===== config.mk =====
export PLATFORM = sky130hd
export DESIGN_NAME = decode_stage_pipelined_flat
export DESIGN_NICKNAME = d
export VERILOG_FILES = /design/src/rtl/decode_stage_pipelined_pkg.sv /design/src/rtl/decode_stage_pipelined_if.sv /design/src/rtl/decode_stage_pipelined_regfile.sv /design/src/rtl/decode_stage_pipelined.sv /design/src/flat_wrapper.sv
export SDC_FILE = /design/constraint.sdc
export NUM_CORES = 2
export LEC_CHECK = 0
export BUFFER_PORTS_ARGS = -buffer_cell sky130_fd_sc_hd__buf_2
export CAP_MARGIN = 20
export CORE_MARGIN = 2
export CORE_UTILIZATION = 40
export DETAILED_ROUTE_END_ITERATION = 12
export PLACE_DENSITY_LB_ADDON = 0.1
export SLEW_MARGIN = 0
export SYNTH_ARGS = -nofsm -noshare
export SYNTH_HDL_FRONTEND = slang
export SYNTH_SLANG_ARGS = --single-unit
export TNS_END_PERCENT = 5

===== constraint.sdc =====
create_clock -name clk -period 3.1 [get_ports clk]
set_input_delay 0.465 -clock clk [delete_from_list [all_inputs] [get_ports clk]]
set_output_delay 0.465 -clock clk [all_outputs]
set_load 0.005 [all_outputs]

===== src/rtl/decode_stage_pipelined_pkg.sv =====
// Shared constants, control-word layout and opcode classification for the LEGv8 decode stage.
package decode_stage_pipelined_pkg;

    localparam int WORD      = 64;
    localparam int INSTR_LEN = 32;
    localparam int NUM_REGS  = 32;

    localparam logic [4:0] XZR = 5'(NUM_REGS - 1);

    localparam logic [10:0] OP_ADD  = 11'b100_0101_1000;
    localparam logic [10:0] OP_SUB  = 11'b110_0101_1000;
    localparam logic [10:0] OP_AND  = 11'b100_0101_0000;
    localparam logic [10:0] OP_ORR  = 11'b101_0101_0000;
    localparam logic [10:0] OP_LDUR = 11'b111_1100_0010;
    localparam logic [10:0] OP_STUR = 11'b111_1100_0000;
    localparam logic [7:0]  OP_CBZ  = 8'b1011_0100;
    localparam logic [7:0]  OP_CBNZ = 8'b1011_0101;
    localparam logic [5:0]  OP_B    = 6'b00_0101;

    // Bit order matches out_ctrl: branch is bit 9, alu_op occupies bits 1:0.
    typedef struct packed {
        logic       branch;
        logic       cbz;
        logic       cbnz;
        logic       mem_read;
        logic       mem_to_reg;
        logic       mem_write;
        logic       alu_src;
        logic       reg_write;
        logic [1:0] alu_op;
    } ctrl_t;

    typedef enum logic [2:0] {
        CLS_NONE,
        CLS_R,
        CLS_LOAD,
        CLS_STORE,
        CLS_CBZ,
        CLS_CBNZ,
        CLS_B
    } instr_cls_e;

    // B and CB opcodes are shorter than 11 bits, so match them on their prefix first.
    function automatic instr_cls_e classify(input logic [10:0] op);
        instr_cls_e cls;
        cls = CLS_NONE;
        if (op[10:5] == OP_B)
            cls = CLS_B;
        else if (op[10:3] == OP_CBZ)
            cls = CLS_CBZ;
        else if (op[10:3] == OP_CBNZ)
            cls = CLS_CBNZ;
        else if (op == OP_ADD || op == OP_SUB || op == OP_AND || op == OP_ORR)
            cls = CLS_R;
        else if (op == OP_LDUR)
            cls = CLS_LOAD;
        else if (op == OP_STUR)
            cls = CLS_STORE;
        return cls;
    endfunction

endpackage


===== src/rtl/decode_stage_pipelined_if.sv =====
// Fetch, writeback and ID/EX handshake bundle; slave is the decode stage's view, master the surroundings'.
interface decode_stage_pipelined_if;
    import decode_stage_pipelined_pkg::*;

    logic                 in_valid;
    logic                 in_ready;
    logic [INSTR_LEN-1:0] in_instr;
    logic [WORD-1:0]      in_pc;
    logic                 flush;
    logic                 wb_en;
    logic [4:0]           wb_reg;
    logic [WORD-1:0]      wb_data;
    logic                 out_valid;
    logic                 out_ready;
    logic [WORD-1:0]      out_pc;
    logic [WORD-1:0]      out_rn_data;
    logic [WORD-1:0]      out_rm_data;
    logic [WORD-1:0]      out_imm;
    logic [10:0]          out_opcode;
    logic [4:0]           out_rd;
    logic [9:0]           out_ctrl;

    modport master (
        output in_valid, in_instr, in_pc, flush, wb_en, wb_reg, wb_data, out_ready,
        input  in_ready, out_valid, out_pc, out_rn_data, out_rm_data, out_imm,
               out_opcode, out_rd, out_ctrl
    );

    modport slave (
        input  in_valid, in_instr, in_pc, flush, wb_en, wb_reg, wb_data, out_ready,
        output in_ready, out_valid, out_pc, out_rn_data, out_rm_data, out_imm,
               out_opcode, out_rd, out_ctrl
    );

endinterface


===== src/rtl/decode_stage_pipelined_regfile.sv =====
// 2-read/1-write register file with hardwired zero register; same-cycle write-to-read
// forwarding only when DECODE_WB_BYPASS_EN is defined. Array contents are not reset.
module decode_stage_pipelined_regfile
    import decode_stage_pipelined_pkg::*;
#(
    parameter int WIDTH = WORD,
    parameter int DEPTH = NUM_REGS,
    localparam int AW   = $clog2(DEPTH)
) (
    input  logic             clk,
    input  logic             i_wr_en,
    input  logic [AW-1:0]    i_wr_addr,
    input  logic [WIDTH-1:0] i_wr_data,
    input  logic [AW-1:0]    i_rd_addr_a,
    input  logic [AW-1:0]    i_rd_addr_b,
    output logic [WIDTH-1:0] o_rd_data_a,
    output logic [WIDTH-1:0] o_rd_data_b
);
    localparam logic [AW-1:0] ZR = AW'(DEPTH - 1);

    logic [WIDTH-1:0] r_mem [DEPTH];
    logic             w_byp_a;
    logic             w_byp_b;

    always_ff @(posedge clk) begin
        if (i_wr_en && i_wr_addr != ZR)
            r_mem[i_wr_addr] <= i_wr_data;
    end

`ifdef DECODE_WB_BYPASS_EN
    assign w_byp_a = i_wr_en && (i_wr_addr == i_rd_addr_a);
    assign w_byp_b = i_wr_en && (i_wr_addr == i_rd_addr_b);
`else
    assign w_byp_a = 1'b0;
    assign w_byp_b = 1'b0;
`endif

    assign o_rd_data_a = (i_rd_addr_a == ZR) ? '0 : (w_byp_a ? i_wr_data : r_mem[i_rd_addr_a]);
    assign o_rd_data_b = (i_rd_addr_b == ZR) ? '0 : (w_byp_b ? i_wr_data : r_mem[i_rd_addr_b]);

endmodule


===== src/rtl/decode_stage_pipelined.sv =====
// Pipelined LEGv8 decode stage: parse, register read, control, immediate and ID/EX register
// with valid/ready, flush and load-use interlock. DECODE_WB_BYPASS_EN selects wb forwarding.
module decode_stage_pipelined
    import decode_stage_pipelined_pkg::*;
(
    input  logic                    clk,
    input  logic                    rst_n,
    decode_stage_pipelined_if.slave io_dec
);
    logic [10:0]     w_opcode;
    logic [4:0]      w_rn;
    logic [4:0]      w_rm;
    logic [4:0]      w_rd;
    logic [4:0]      w_rr2;
    instr_cls_e      w_cls;
    ctrl_t           w_ctrl;
    logic [WORD-1:0] w_imm;
    logic [WORD-1:0] w_rn_data;
    logic [WORD-1:0] w_rr2_data;
    logic            w_free;
    logic            w_lu_hazard;
    logic            w_wb_hazard;
    logic            w_in_ready;
    logic            w_accept;

    logic            r_out_valid;
    logic [WORD-1:0] r_pc;
    logic [WORD-1:0] r_rn_data;
    logic [WORD-1:0] r_rm_data;
    logic [WORD-1:0] r_imm;
    logic [10:0]     r_opcode;
    logic [4:0]      r_rd;
    ctrl_t           r_ctrl;

    assign w_opcode = io_dec.in_instr[31:21];
    assign w_rm     = io_dec.in_instr[20:16];
    assign w_rn     = io_dec.in_instr[9:5];
    assign w_rd     = io_dec.in_instr[4:0];
    assign w_cls    = classify(w_opcode);
    // Stores and compare-branches read their Rt through the second port.
    assign w_rr2    = (w_cls == CLS_STORE || w_cls == CLS_CBZ || w_cls == CLS_CBNZ) ? w_rd : w_rm;

    always_comb begin
        w_ctrl = '0;
        w_imm  = '0;
        case (w_cls)
            CLS_R: begin
                w_ctrl.reg_write = 1'b1;
                w_ctrl.alu_op    = 2'b10;
            end
            CLS_LOAD: begin
                w_ctrl.mem_read   = 1'b1;
                w_ctrl.mem_to_reg = 1'b1;
                w_ctrl.alu_src    = 1'b1;
                w_ctrl.reg_write  = 1'b1;
                w_imm = {{(WORD-9){io_dec.in_instr[20]}}, io_dec.in_instr[20:12]};
            end
            CLS_STORE: begin
                w_ctrl.mem_write = 1'b1;
                w_ctrl.alu_src   = 1'b1;
                w_imm = {{(WORD-9){io_dec.in_instr[20]}}, io_dec.in_instr[20:12]};
            end
            CLS_CBZ, CLS_CBNZ: begin
                w_ctrl.branch = 1'b1;
                w_ctrl.cbz    = (w_cls == CLS_CBZ);
                w_ctrl.cbnz   = (w_cls == CLS_CBNZ);
                w_ctrl.alu_op = 2'b01;
                w_imm = {{(WORD-19){io_dec.in_instr[23]}}, io_dec.in_instr[23:5]};
            end
            CLS_B: begin
                w_ctrl.branch = 1'b1;
                w_imm = {{(WORD-26){io_dec.in_instr[25]}}, io_dec.in_instr[25:0]};
            end
            default: ;
        endcase
    end

    decode_stage_pipelined_regfile #(
        .WIDTH (WORD),
        .DEPTH (NUM_REGS)
    ) u_regfile (
        .clk         (clk),
        .i_wr_en     (io_dec.wb_en),
        .i_wr_addr   (io_dec.wb_reg),
        .i_wr_data   (io_dec.wb_data),
        .i_rd_addr_a (w_rn),
        .i_rd_addr_b (w_rr2),
        .o_rd_data_a (w_rn_data),
        .o_rd_data_b (w_rr2_data)
    );

    assign w_lu_hazard = r_out_valid && r_ctrl.mem_read && (r_rd != XZR) && io_dec.in_valid &&
                         ((r_rd == w_rn) || (r_rd == w_rr2));

`ifdef DECODE_WB_BYPASS_EN
    assign w_wb_hazard = 1'b0;
`else
    // Without forwarding, wait one cycle so the array holds the written value.
    assign w_wb_hazard = io_dec.wb_en && (io_dec.wb_reg != XZR) && io_dec.in_valid &&
                         ((io_dec.wb_reg == w_rn) || (io_dec.wb_reg == w_rr2));
`endif

    assign w_free     = !r_out_valid || io_dec.out_ready;
    assign w_in_ready = rst_n && w_free && !w_lu_hazard && !w_wb_hazard && !io_dec.flush;
    assign w_accept   = io_dec.in_valid && w_in_ready;

    always_ff @(posedge clk or negedge rst_n) begin
        if (!rst_n) begin
            r_out_valid <= 1'b0;
            r_pc        <= '0;
            r_rn_data   <= '0;
            r_rm_data   <= '0;
            r_imm       <= '0;
            r_opcode    <= '0;
            r_rd        <= '0;
            r_ctrl      <= '0;
        end else if (io_dec.flush) begin
            r_out_valid <= 1'b0;
        end else if (w_accept) begin
            r_out_valid <= 1'b1;
            r_pc        <= io_dec.in_pc;
            r_rn_data   <= w_rn_data;
            r_rm_data   <= w_rr2_data;
            r_imm       <= w_imm;
            r_opcode    <= w_opcode;
            r_rd        <= w_rd;
            r_ctrl      <= w_ctrl;
        end else if (w_free) begin
            r_out_valid <= 1'b0;
        end
    end

    assign io_dec.in_ready    = w_in_ready;
    assign io_dec.out_valid   = r_out_valid;
    assign io_dec.out_pc      = r_pc;
    assign io_dec.out_rn_data = r_rn_data;
    assign io_dec.out_rm_data = r_rm_data;
    assign io_dec.out_imm     = r_imm;
    assign io_dec.out_opcode  = r_opcode;
    assign io_dec.out_rd      = r_rd;
    assign io_dec.out_ctrl    = r_ctrl;

endmodule


===== src/flat_wrapper.sv =====
// flat-port wrapper written by rule: the top's interface ports become plain ports
module decode_stage_pipelined_flat import decode_stage_pipelined_pkg::*;
  (clk, rst_n, io_dec_in_valid, io_dec_in_instr, io_dec_in_pc, io_dec_flush, io_dec_wb_en, io_dec_wb_reg, io_dec_wb_data, io_dec_out_ready, io_dec_in_ready, io_dec_out_valid, io_dec_out_pc, io_dec_out_rn_data, io_dec_out_rm_data, io_dec_out_imm, io_dec_out_opcode, io_dec_out_rd, io_dec_out_ctrl);
  decode_stage_pipelined_if io_dec_i ();
  input  logic clk;
  input  logic rst_n;
  input wire logic [$bits(io_dec_i.in_valid)-1:0] io_dec_in_valid;
  input wire logic [$bits(io_dec_i.in_instr)-1:0] io_dec_in_instr;
  input wire logic [$bits(io_dec_i.in_pc)-1:0] io_dec_in_pc;
  input wire logic [$bits(io_dec_i.flush)-1:0] io_dec_flush;
  input wire logic [$bits(io_dec_i.wb_en)-1:0] io_dec_wb_en;
  input wire logic [$bits(io_dec_i.wb_reg)-1:0] io_dec_wb_reg;
  input wire logic [$bits(io_dec_i.wb_data)-1:0] io_dec_wb_data;
  input wire logic [$bits(io_dec_i.out_ready)-1:0] io_dec_out_ready;
  output wire logic [$bits(io_dec_i.in_ready)-1:0] io_dec_in_ready;
  output wire logic [$bits(io_dec_i.out_valid)-1:0] io_dec_out_valid;
  output wire logic [$bits(io_dec_i.out_pc)-1:0] io_dec_out_pc;
  output wire logic [$bits(io_dec_i.out_rn_data)-1:0] io_dec_out_rn_data;
  output wire logic [$bits(io_dec_i.out_rm_data)-1:0] io_dec_out_rm_data;
  output wire logic [$bits(io_dec_i.out_imm)-1:0] io_dec_out_imm;
  output wire logic [$bits(io_dec_i.out_opcode)-1:0] io_dec_out_opcode;
  output wire logic [$bits(io_dec_i.out_rd)-1:0] io_dec_out_rd;
  output wire logic [$bits(io_dec_i.out_ctrl)-1:0] io_dec_out_ctrl;
  assign io_dec_i.in_valid = io_dec_in_valid;
  assign io_dec_i.in_instr = io_dec_in_instr;
  assign io_dec_i.in_pc = io_dec_in_pc;
  assign io_dec_i.flush = io_dec_flush;
  assign io_dec_i.wb_en = io_dec_wb_en;
  assign io_dec_i.wb_reg = io_dec_wb_reg;
  assign io_dec_i.wb_data = io_dec_wb_data;
  assign io_dec_i.out_ready = io_dec_out_ready;
  assign io_dec_in_ready = io_dec_i.in_ready;
  assign io_dec_out_valid = io_dec_i.out_valid;
  assign io_dec_out_pc = io_dec_i.out_pc;
  assign io_dec_out_rn_data = io_dec_i.out_rn_data;
  assign io_dec_out_rm_data = io_dec_i.out_rm_data;
  assign io_dec_out_imm = io_dec_i.out_imm;
  assign io_dec_out_opcode = io_dec_i.out_opcode;
  assign io_dec_out_rd = io_dec_i.out_rd;
  assign io_dec_out_ctrl = io_dec_i.out_ctrl;
  decode_stage_pipelined u_core (.clk(clk), .rst_n(rst_n), .io_dec(io_dec_i));
endmodule

==> flow_metrics.env <==
export IMPL_p_int_w=0.0570
export IMPL_min_from="io_dec_in_instr[2]"
export IMPL_synth_cells=6934
export IMPL_setup_viol=0
export IMPL_io_pins=455
export IMPL_cts_sinks=2292
export IMPL_firstDrtPassIters=6
export IMPL_crit_path_start_kind="input port"
export IMPL_report_final_slew_viol_count=0
export IMPL_grt_max_degree=122
export IMPL_routed_wl_mm=400
export IMPL_timing_final_ws_setup_ps=84.6
export IMPL_finalHoldViolCount=0
export IMPL_syn_area_sq_um=107000
export IMPL_cts_tree="yes"
export IMPL_synth_edf_count=2048
export IMPL_leakagePower_nw=46.5
export IMPL_synth_seq_cells=2292
export IMPL_period_share=0.973
export IMPL_arrival_ps=2550
export IMPL_dp_cells=11100
export IMPL_yosysSeqAreaShare=0.631
export IMPL_comb_power_share=0.116
export IMPL_yosys_most_used_dff="edfxtp_1"
export IMPL_die_w_microns=522
export IMPL_avgSynthCellArea_sq_um=15.5
export IMPL_cap_violations=0
export IMPL_synth_largest_area_cell="edfxtp_1"
export IMPL_die_h_microns=522
export IMPL_power_density_nw_per_um2=584
export IMPL_fin_nets=8110
export IMPL_coreArea_sq_um=267000
export IMPL_fin_crit_ps=3020
export IMPL_synth_top_area_share=0.574
export IMPL_die_area_sq_um=272000
export IMPL_syn_to_final_growth_pct=21.2
export IMPL_max_slew_margin=0.206
export IMPL_tightestPinTransition_ps=1190
export IMPL_ant_nets=0
export IMPL_layout_drive_gt1_share=0.294
export IMPL_htreeDepth=5
export IMPL_route_detailed_drc=0
export IMPL_place_hpwl_mm=247
export IMPL_row_count=190
export IMPL_ir_drop_mv=0.459
export IMPL_postSynth_asyncResetShare=0.106
export IMPL_path_class="input port to output pin"
export IMPL_synth_mux_area_frac=0.219
export IMPL_cts_root_buf="clkbuf_16"
export IMPL_grt_pass1_vias=71000
export IMPL_synthAdderAreaFrac=0
export IMPL_grt_pass1_wl_mm=556
export IMPL_synth_top_family_by_area="multiplexers"
export IMPL_fin_skew_ps=69.3
export IMPL_antenna_found_initial=48
export IMPL_clkPwrFrac=0.415
export IMPL_worstReg2RegEnd="u_core.io_dec.out_imm[15]"
export IMPL_grt_total_usage=0.288
export IMPL_synth_simple_area_share=0.0711
export IMPL_ys_types=76
export IMPL_instances_no_fill=11700
export IMPL_clk_path_buf_depth=4
export IMPL_hold_path_end="u_core.io_dec.out_rd[2]"
export IMPL_grt_overflow_total=0
export IMPL_cts_buffers=273
export IMPL_yosys_warnings=0
export IMPL_vias_per_cell=6.20
export IMPL_min_path_type="input port to flip-flop"
export IMPL_fin_area_sq_um=130000
export IMPL_max_freq_mhz=332
export IMPL_drtIter0Drc=8666
export IMPL_synthTopCellsByArea="edfxtp_1 57%, mux4_2 13%, mux2i_1 5.9%"
export IMPL_seq_power_share=0.470
export IMPL_rsz0062_at_grt="false"
export IMPL_p_sw_frac=0.250
export IMPL_place_area_sq_um=120000
export IMPL_dpl_worst_slack_ps=-746
export IMPL_initial_core_util=0.401
export IMPL_synth_compound_area_frac=0.0488
export IMPL_gp_congestion=0.850
export IMPL_route_detailed_wl_per_inst_microns=34.1
export IMPL_outcome="finished clean"
export IMPL_rr_worst_depth=10
export IMPL_end_kind="output pin"
export IMPL_cp_required_ps=2630
export IMPL_synth_xor_area_share=0.00163
export IMPL_path_max_fanout=5
export IMPL_worstSkewPairLatency_ps=870
export IMPL_power_switching_w=0.0189
export IMPL_path_clk_slew_ps=60
export IMPL_rrSetupSlack_ps=300
export IMPL_portBuffers=454
export IMPL_num_vias=72800
export IMPL_hold_worst_slack_ps=70.9
export IMPL_r2r_start="u_core.io_dec.out_rd[1]"
export IMPL_hold_depth=3
## cell usage after synthesis (12+ instances only)
cell and n:
nand3_1 457, edfxtp_1 2048, mux4_2 640, buf_6 21, a21oi_1 156, a211oi_1 12, a41oi_1 18, dfrtp_1 244
inv_1 19, or3_1 25, a221oi_1 17, nor4_1 23, a32oi_1 19, a311o_1 26, o22ai_1 84, clkbuf_1 293
nand4_1 27, o211ai_1 17, o21ai_0 16, a311oi_1 46, buf_2 141, nor2_1 112, buf_1 76, mux2_2 105
buf_4 69, mux2i_1 631, mux2_1 143, a211o_1 20, xnor2_1 14, nand2_1 1010, a31oi_1 165, or4_1 41
o221ai_1 73
## cells by family (layout without fill, tap and decap cells)
family / Yosys count / count (layout)
mux: 1519 / 1519
flops: 2292 / 2292
other cells: 1 / 96
simple gates: 1738 / 1738
xor+xnor: 20 / 20
buf+inv: 628 / 1788
compound gates: 736 / 736
## critical path: stages
cell,delay (ps)
buf_4,150
and3b_2,250
and4_4,230
buf_4,140
nor2_2,310
buf_12,150
a21oi_4,50
xnor2_2,150
o31a_4,360
and2_1,160
buf_2,140
## placed cells by master, fill, tap and decap left out, types with 73 or more instances in the layout
cell type,netlist,routed
o221ai_1,73,73
dlygate4sd3_1,0,83
mux4_2,640,640
buf_12,0,254
edfxtp_1,2048,2048
dfrtp_1,244,241
buf_4,69,486
nand3_1,457,457
a31oi_1,165,163
mux2_1,143,143
buf_2,141,445
nor2_1,112,76
a21oi_1,156,156
clkbuf_16,0,280
nand2_1,1010,1010
mux2i_1,631,631
o22ai_1,84,84
mux2_2,105,105
clkbuf_1,293,85
## layout make-up
| class | count | area (sq um) |
|---|---|---|
| clock inverter | 108 | 1050 |
| antenna | 32 | 80.1 |
| clock buffer | 385 | 7600 |
| sequential | 2292 | 67600 |
| timing repair buffer | 1276 | 11900 |
| tap | 3552 | 4440 |
| multi-input combinational | 4077 | 37200 |
| fill | 22600 | 137000 |
| inverter | 19 | 71.3 |
## timing repair
action,CTS,global route
setup endpoints to repair,1,1
hold buffers,84,0
buffers inserted,9,2
pin swaps,7,6
gates resized for setup,13,3
hold endpoints to repair,113,0
## layer usage
metal  part of all wire  routed length (microns)  GRT usage  up-vias
li1                   -                        -          -    29700
met1               0.41                   166000      0.402    38400
met2               0.47                   188000      0.461     3975
met3              0.079                    31700     0.0402      750
met4              0.038                    15200      0.107       10
met5            0.00014                       58          0        -
## worst max-delay path by stage
stage          depth (start not counted)                start                       endpoint  slack (ps)
5_1_grt                               11  io_dec_in_instr[30]                io_dec_in_ready          10
2_1_floorplan                          4     io_dec_wb_reg[0]   u_core.u_regfile.r_mem[4][0]        -370
3_3_place_gp                          12  io_dec_in_instr[28]  u_core.io_dec.out_rm_data[38]        -720
4_1_cts                               10   io_dec_in_instr[3]                io_dec_in_ready          20
6_report                              11  io_dec_in_instr[28]                io_dec_in_ready          80
3_5_place_dp                          11  io_dec_in_instr[28]  u_core.io_dec.out_rm_data[60]        -750
## power by group through the flow
stage,combinational [W],sequential [W],clock (W)
2_1_floorplan,0.00420,0.0359,0
3_3_place_gp,0.00861,0.0363,0
3_5_place_dp,0.00866,0.0363,0
4_1_cts,0.00881,0.0357,0.0320
5_1_grt,0.00931,0.0357,0.0331
6_report,0.00878,0.0357,0.0315
## metrics by stage
step / util / total power (W) / TNS [ps]
after floorplan: - / 0.0401 / -486580
after global placement: 0.450 / 0.0449 / -124850
after detailed placement: 0.450 / 0.0450 / -119650
after CTS: 0.486 / 0.0764 / 0
after global routing: 0.486 / 0.0781 / 0
final: 0.486 / 0.0759 / 0
## registers in the layout, summed over array words and instances, names as in the netlist
| signal | cells |
|---|---|
| u_core.u_regfile.r_mem | 2048 |
| u_core.io_dec.out_valid | 1 |
| u_core.io_dec.out_rn_data | 64 |
| u_core.io_dec.out_pc | 64 |
| u_core.io_dec.out_ctrl | 9 |
| u_core.io_dec.out_opcode | 11 |
| u_core.io_dec.out_rd | 5 |
| u_core.io_dec.out_rm_data | 64 |
| u_core.io_dec.out_imm | 26 |
(Power assumes the default switching activity.)
